File: config.mk
export PLATFORM = sky130hd
export DESIGN_NAME = uart_rx_deframer
export DESIGN_NICKNAME = d
export VERILOG_FILES = /design/src/rtl/uart_pkg.sv /design/src/rtl/uart_rx_sync.sv /design/src/rtl/uart_rx_deframer.sv
export SDC_FILE = /design/constraint.sdc
export NUM_CORES = 1
export LEC_CHECK = 0
export ABC_AREA = 1
export CORE_MARGIN = 2
export CORE_UTILIZATION = 40
export DETAILED_ROUTE_END_ITERATION = 8
export GPL_TIMING_DRIVEN = 1
export PLACE_DENSITY = 0.71
export SLEW_MARGIN = 15
export SYNTH_ARGS = -nofsm -noshare
export SYNTH_HDL_FRONTEND = slang
export SYNTH_SLANG_ARGS = --single-unit
File: constraint.sdc
create_clock -name clk -period 2.03 [get_ports clk]
set_input_delay 0.203 -clock clk [delete_from_list [all_inputs] [get_ports clk]]
set_output_delay 0.203 -clock clk [all_outputs]
set_load 0.02 [all_outputs]
File: src/rtl/uart_pkg.sv
// Encodings shared by the UART transmit framer, parity generator and receive deframer.
package uart_pkg;

    localparam logic [1:0] PAR_NONE0 = 2'b00;
    localparam logic [1:0] PAR_ODD   = 2'b01;
    localparam logic [1:0] PAR_EVEN  = 2'b10;
    localparam logic [1:0] PAR_NONE3 = 2'b11;

    localparam logic LEN_7  = 1'b0;
    localparam logic LEN_8  = 1'b1;
    localparam logic STOP_1 = 1'b0;
    localparam logic STOP_2 = 1'b1;

    typedef enum logic [2:0] {
        IDLE,
        START,
        DATA,
        PARITY,
        STOP
    } rx_state_e;

    function automatic logic parity_enabled(input logic [1:0] pt);
        return !(pt == PAR_NONE0 || pt == PAR_NONE3);
    endfunction

    // Value the parity bit must carry for the given data.
    function automatic logic parity_bit(input logic [1:0] pt, input logic [7:0] d);
        return (pt == PAR_ODD) ? ~^d : ^d;
    endfunction

endpackage

File: src/rtl/uart_rx_sync.sv
// Multi-flop synchronizer for asynchronous inputs; resets to 1 so an idle-high line
// does not look like a start bit while coming out of reset.
module uart_rx_sync #(
    parameter int STAGES = 2
) (
    input  logic clk,
    input  logic rst,
    input  logic d_i,
    output logic q_o
);

    logic [STAGES-1:0] sync_q;

    always_ff @(posedge clk or posedge rst) begin
        if (rst) sync_q <= '1;
        else     sync_q <= {sync_q[STAGES-2:0], d_i};
    end

    assign q_o = sync_q[STAGES-1];

endmodule

File: src/rtl/uart_rx_deframer.sv
// UART receive deframer: oversampled start detection, 7/8 data bits LSB first,
// optional odd/even parity, 1/2 stop bits, one-clk data_valid with error flags.
module uart_rx_deframer
    import uart_pkg::*;
#(
    parameter int OVERSAMPLE  = 16,
    parameter int SYNC_STAGES = 2
) (
    input  logic       clk,
    input  logic       rst,
    input  logic       s_tick,
    input  logic       rx_in,
    input  logic [1:0] parity_type,
    input  logic       stop_bits,
    input  logic       data_length,
    output logic [7:0] data_out,
    output logic       data_valid,
    output logic       parity_error,
    output logic       stop_error,
    output logic       rx_busy
);

    localparam int            TW   = $clog2(OVERSAMPLE);
    localparam logic [TW-1:0] HALF = TW'(OVERSAMPLE / 2 - 1);
    localparam logic [TW-1:0] LAST = TW'(OVERSAMPLE - 1);

    logic rx_s;

    rx_state_e     state_q, state_d;
    logic [TW-1:0] tick_q, tick_d;
    logic [2:0]    bit_q, bit_d;
    logic [7:0]    sh_q, sh_d;
    logic [1:0]    par_q, par_d;
    logic          stop_q, stop_d;
    logic          len_q, len_d;
    logic          perr_q, perr_d;
    logic          serr_q, serr_d;
    logic          armed_q, armed_d;
    logic [7:0]    dout_q, dout_d;
    logic          perr_out_q, perr_out_d;
    logic          serr_out_q, serr_out_d;
    logic          valid_q, valid_d;

    uart_rx_sync #(.STAGES(SYNC_STAGES)) u_sync (
        .clk (clk),
        .rst (rst),
        .d_i (rx_in),
        .q_o (rx_s)
    );

    always_comb begin
        state_d    = state_q;
        tick_d     = tick_q;
        bit_d      = bit_q;
        sh_d       = sh_q;
        par_d      = par_q;
        stop_d     = stop_q;
        len_d      = len_q;
        perr_d     = perr_q;
        serr_d     = serr_q;
        dout_d     = dout_q;
        perr_out_d = perr_out_q;
        serr_out_d = serr_out_q;
        valid_d    = 1'b0;
        // A frame ending on a low stop bit (break) disarms start detection until
        // the line has been seen high again, so a held-low line yields one frame.
        armed_d    = armed_q | rx_s;
        if (s_tick) begin
            case (state_q)
                IDLE: begin
                    if (!rx_s && armed_q) begin
                        state_d = START;
                        tick_d  = '0;
                        par_d   = parity_type;
                        stop_d  = stop_bits;
                        len_d   = data_length;
                        perr_d  = 1'b0;
                        serr_d  = 1'b0;
                    end
                end
                START: begin
                    if (tick_q == HALF) begin
                        tick_d  = '0;
                        bit_d   = '0;
                        state_d = rx_s ? IDLE : DATA;
                    end else begin
                        tick_d = tick_q + 1'b1;
                    end
                end
                DATA: begin
                    if (tick_q == LAST) begin
                        tick_d = '0;
                        // 7-bit frames shift in at bit 6 so bit 7 stays 0.
                        sh_d = (len_q == LEN_8) ? {rx_s, sh_q[7:1]} : {1'b0, rx_s, sh_q[6:1]};
                        if (bit_q == ((len_q == LEN_8) ? 3'd7 : 3'd6)) begin
                            bit_d   = '0;
                            state_d = parity_enabled(par_q) ? PARITY : STOP;
                        end else begin
                            bit_d = bit_q + 1'b1;
                        end
                    end else begin
                        tick_d = tick_q + 1'b1;
                    end
                end
                PARITY: begin
                    if (tick_q == LAST) begin
                        tick_d  = '0;
                        perr_d  = (rx_s != parity_bit(par_q, sh_q));
                        state_d = STOP;
                    end else begin
                        tick_d = tick_q + 1'b1;
                    end
                end
                STOP: begin
                    if (tick_q == LAST) begin
                        tick_d = '0;
                        serr_d = serr_q | ~rx_s;
                        if (bit_q == ((stop_q == STOP_2) ? 3'd1 : 3'd0)) begin
                            bit_d      = '0;
                            state_d    = IDLE;
                            valid_d    = 1'b1;
                            dout_d     = sh_q;
                            perr_out_d = perr_q;
                            serr_out_d = serr_q | ~rx_s;
                            armed_d    = rx_s;
                        end else begin
                            bit_d = bit_q + 1'b1;
                        end
                    end else begin
                        tick_d = tick_q + 1'b1;
                    end
                end
                default: state_d = IDLE;
            endcase
        end
    end

    always_ff @(posedge clk or posedge rst) begin
        if (rst) begin
            state_q    <= IDLE;
            tick_q     <= '0;
            bit_q      <= '0;
            sh_q       <= '0;
            par_q      <= PAR_NONE0;
            stop_q     <= STOP_1;
            len_q      <= LEN_7;
            perr_q     <= 1'b0;
            serr_q     <= 1'b0;
            armed_q    <= 1'b1;
            dout_q     <= '0;
            perr_out_q <= 1'b0;
            serr_out_q <= 1'b0;
            valid_q    <= 1'b0;
        end else begin
            state_q    <= state_d;
            tick_q     <= tick_d;
            bit_q      <= bit_d;
            sh_q       <= sh_d;
            par_q      <= par_d;
            stop_q     <= stop_d;
            len_q      <= len_d;
            perr_q     <= perr_d;
            serr_q     <= serr_d;
            armed_q    <= armed_d;
            dout_q     <= dout_d;
            perr_out_q <= perr_out_d;
            serr_out_q <= serr_out_d;
            valid_q    <= valid_d;
        end
    end

    assign data_out     = dout_q;
    assign data_valid   = valid_q;
    assign parity_error = perr_out_q;
    assign stop_error   = serr_out_q;
    assign rx_busy      = (state_q != IDLE);

endmodule

# Word-level counts from Yosys, hierarchy flattened
# Index checks and enable logic that the tools add are counted.
# totals
regBits,38
input_bits,8
wordCells,96
# classes
add_sub_neg,2
n_eq_ne,18
mux,37
bitwise_logic,3
reduce_logical,21
# ops
op,count
$mux W3,13
$pmux W3 S5,1
$mux W1,14
$ne A2 B2 Y1 const B,7
$mux W4,3
$pmux W4 S3,1
$reduce_and A4 Y1,3
$pmux W3 S3,1
$reduce_and A3 Y1,3
$reduce_bool A3 Y1,3
$mux W8,1
$reduce_and A8 Y1,1
$reduce_xnor A8 Y1,1
$reduce_xor A8 Y1,1
$eq A3 B2 Y1 const B,2
$reduce_and A5 Y1,1
$add A4 B1 Y4 const B,1
$eq A4 B3 Y1 const B,1
$eq A4 B4 Y1 const B,1
$pmux W1 S2,2
$reduce_bool A2 Y1,2
$add A3 B1 Y3 const B,1
$eq A3 B1 Y1,1
$eq A3 B1 Y1 const B,1
other kinds (14),15

# Depth between registers and ports, before layout
# depth
depth_word,6
mapped_depth,11

# By module
# A second synthesis with hierarchy kept.
# hier_totals
hier_cells,253
area_unflattened_um2,2021.9
# by_module_without_submodules
mod,instances,cells_each,area_each_um2,seq_area_each_um2
uart_rx_deframer,1,250,1965.6,902.1
uart_rx_sync,1,3,56.3,52.6

# Least setup slack after synthesis
# No wires, ideal clock.
# synth_path
path_kind,register to register
start,reg state_q[0]
end,reg par_q[0]
setup_time_ps,128
t_arrival_ps,1365
t_required_ps,1902
setup_slack_ps,537
path_stages_with_launch,5
path_buffers,0
period_less_slack_ps,1493
path_cell_list,dfrtp_1 > nor2_2 > nand2_2 > nor3b_4 > mux2_1
# synth_via
elab_chain_len,2
# synth_rtl
element,line,text
from (decl),uart_rx_deframer.sv:29,"rx_state_e state_q, state_d;"
from (signal assigned),uart_rx_deframer.sv:155,state_q <= state_d;
$logic_not A3 Y1,uart_rx_deframer.sv:69,case (state_q)
$reduce_and A3 Y1 (no line),-,
to (signal assigned),uart_rx_deframer.sv:159,par_q <= par_d;
to (decl),uart_rx_deframer.sv:33,"logic [1:0] par_q, par_d;"
# No other way between the ends.
# A chain may end at the register's enable or synchronous reset.

# Worst setup path after layout
# layout_path
start,reg state_q[0]
end,out rx_busy
# layout_via
elab_chain_len,1
# layout_rtl
element,line,text
$reduce_bool A3 Y1,uart_rx_deframer.sv:176,assign rx_busy = (state_q != IDLE);
to (decl),uart_rx_deframer.sv:20,output logic rx_busy
# No other way between the ends.

==> results.json <==
{
  "grt_pass1_vias": 1454,
  "min_period_ps": 1850,
  "maxCapViolations": 0,
  "power_density_nw_per_um2": 1000,
  "clk-insertion-delay-late_ps": 290,
  "final_nets": 278,
  "worst_slew_pin_slew_ps": 505,
  "grt-busiest-layer": "met2",
  "place_congestion": 0.860,
  "crit_required_ps": 1830,
  "cts_max_level": 2,
  "grt_use_met3_pct": 3.98,
  "synthCells": 241,
  "setup.worst_path.end_class": "primary output",
  "synth_cell_types": 28,
  "syn_avg_cell_area_sq_um": 8.00,
  "synth-seq-area-share_pct": 49.5,
  "ant_nets": 0,
  "synthSimpleGateAreaFrac_pct": 27.1,
  "drt_iter0_markers": 85,
  "cts_buffers": 5,
  "grt_setup_unrepaired": "no",
  "use_met2_pct": 24.0,
  "finalSetupTns_ps": 0,
  "routed_via_density": 4.80,
  "dieArea_sq_um": 5390,
  "cts_setup_buffers": 0,
  "grt_max_degree": 39,
  "grt_remaining_overflow": 0,
  "io_buffers": 19,
  "syn-num-nets": 252,
  "min_period_over_period_pct": 91.4,
  "synth_seq_cells": 38,
  "synthAdderAreaFrac_pct": 1.95,
  "wl_per_cell_microns": 11.0,
  "cts_tree": "done",
  "pin_count": 20,
  "met1_usage_pct": 19.9,
  "cts.sinks": 38,
  "maxSlewViolCount": 0,
  "finalHoldViolations": 0,
  "diodes": 0,
  "path_max_fanout": 6,
  "synthMuxAreaShare_pct": 1.10,
  "crit_type": "flip-flop to primary output",
  "drcViolationCount": 0,
  "rows": 25,
  "grt_pass1_wl_microns": 6330,
  "firstDrtPassIters": 4,
  "start_util_pct": 41.1,
  "arrival_ps": 1650,
  "synth_top_family_by_area": "simple AND/OR/NAND/NOR gates",
  "antenna_found_initial": 0,
  "core_sq_um": 4690,
  "dpl.hpwl_microns": 2580,
  "outcome": "completed",
  "p_leak_nw": 1.16,
  "skew_ps": 2.39,
  "netlist_area_sq_um": 1930,
  "dieHeight_microns": 73.4,
  "syn2layout_area_growth_pct": 19.5,
  "hp-class": "input pin to flip-flop",
  "yosysWarnings": 0,
  "grt_use_total_pct": 15.1,
  "vias": 1547,
  "ir_worst_vdd_mv": 0.399,
  "setup_viol": 0,
  "clkTransAtPathRegs_ps": 70,
  "layout-drive-gt1-share_pct": 11.9,
  "crit_path_start_kind": "flip-flop",
  "wirelength_microns": 3530,
  "synth_compound_area_share_pct": 9.73,
  "final_util_pct": 49.1,
  "hold_buffers": 0,
  "synth-xor-area-share_pct": 3.63,
  "slew_headroom_pct": 66.3,
  "fmax_ghz": 0.539,
  "dieWidth_microns": 73.4,
  "cts_buffer_depth": 2,
  "cts-root-buf": "clkbuf_8",
  "postCtsResizedCells": 0
}
[cell usage after synthesis]
library cell | n | area share (%)
mux2i_1 | 1 | 0.52
and2b_4 | 1 | 0.52
dfstp_2 | 3 | 4.1
o22ai_1 | 1 | 0.32
o21ai_0 | 17 | 4.4
buf_2 | 3 | 0.78
dfrtp_1 | 35 | 45
inv_1 | 25 | 4.9
or2_1 | 1 | 0.32
inv_2 | 6 | 1.2
ha_1 | 3 | 1.9
mux2_1 | 1 | 0.58
clkinv_1 | 1 | 0.19
nand3_1 | 14 | 3.6
nand4_1 | 1 | 0.32
a21oi_1 | 3 | 0.78
o211ai_1 | 1 | 0.39
nand2_2 | 4 | 1.3
nand2_1 | 76 | 15
xnor2_1 | 4 | 1.8
o21ai_1 | 13 | 3.4
nand3_2 | 1 | 0.52
nor2_4 | 1 | 0.58
xor2_1 | 4 | 1.8
a21oi_2 | 1 | 0.45
nor3b_4 | 1 | 0.97
nor2_1 | 16 | 3.1
nor2_2 | 3 | 0.97
[worst max-delay path, stage by stage, from the launching register on]
cell and delay [ps]:
dfrtp_1 450, nor2_2 220, nand2_2 140, clkdlybuf4s50_1 560
[cell families after synthesis]
family / Yosys count
mux: 2
compound gates: 36
flops: 38
fa+ha+maj: 3
simple gates: 119
xor+xnor: 8
buf+inv: 35
[routing by layer]
layer | routed length (microns) | vias up
met3 | 142 | 5
met1 | 1750 | 701
met5 | 0 | -
met2 | 1580 | 30
li1 | - | 811
met4 | 52 | 0
[cell usage in the layout, fill, tap and decap left out, drive strengths merged]
cell / n
ha: 3
buf: 3
xor2: 4
and2b: 1
or2: 1
nand3: 15
xnor2: 4
nand2: 80
nor2: 20
clkdlybuf4s50: 19
dfstp: 3
clkinv: 1
inv: 31
nor3b: 1
a21oi: 4
o21ai: 30
o22ai: 1
o211ai: 1
clkbuf: 8
mux2i: 1
mux2: 1
nand4: 1
dfrtp: 35
[power by group]
group / internal (W) / leakage (nW) / total, W / switching, W
combinational: 0.000285 / 0.634 / 0.000736 / 0.000450
clock: 0.000343 / 0.0575 / 0.000609 / 0.000266
sequential: 0.000861 / 0.467 / 0.000959 / 0.0000985
total: 0.00149 / 1.16 / 0.00230 / 0.000815
[flip-flops by register name, summed over array words and instances, names as in the netlist]
register	flops
armed_q	1
perr_q	1
bit_q	3
parity_error	1
state_q	3
data_valid	1
par_q	2
u_sync.sync_q	2
data_out	8
tick_q	4
sh_q	8
stop_q	1
len_q	1
stop_error	1
serr_q	1
[layout make-up]
type	instances	area [sq um]
Clock buffer	8	110
Fill cell	450	2390
Inverter	32	120
Multi-Input combinational cell	168	838
Sequential cell	38	955
Tap cell	54	67.6
Timing Repair Buffer	22	213
[path summary, 6_finish.rpt]
kind,cells past startpoint,startpoint,endpoint,slack [ps]
setup reg to reg,7,tick_q[0]$_DFFE_PP0P_,sh_q[6]$_DFFE_PP0P_,320
hold reg to reg,0,u_sync.sync_q[0]$_DFF_PP1_,u_sync.sync_q[1]$_DFF_PP1_,360
hold / removal,1,rx_in,u_sync.sync_q[0]$_DFF_PP1_,310
max in group asynchronous,3,rst,u_sync.sync_q[0]$_DFF_PP1_,1350
min in group asynchronous,3,rst,tick_q[2]$_DFFE_PP0P_,330
setup / recovery,3,state_q[0]$_DFFE_PP0P_,rx_busy,180
[metrics by stage]
stage | total power, W | cell area, sq um | hold WS [ps] | worst slack, ps | std cells
after global placement | 0.00169 | 2190 | 345 | 426 | 314
after CTS | 0.00233 | 2300 | 305 | 179 | 322
after global routing | 0.00249 | 2300 | 319 | 83.6 | 322
final | 0.00230 | 2300 | 314 | 175 | 322
after detailed placement | 0.00171 | 2190 | 349 | 326 | 314
after floorplan | 0.00152 | 1930 | 207 | 537 | 241
No activity file was read; power rests on OpenSTA's default activity.
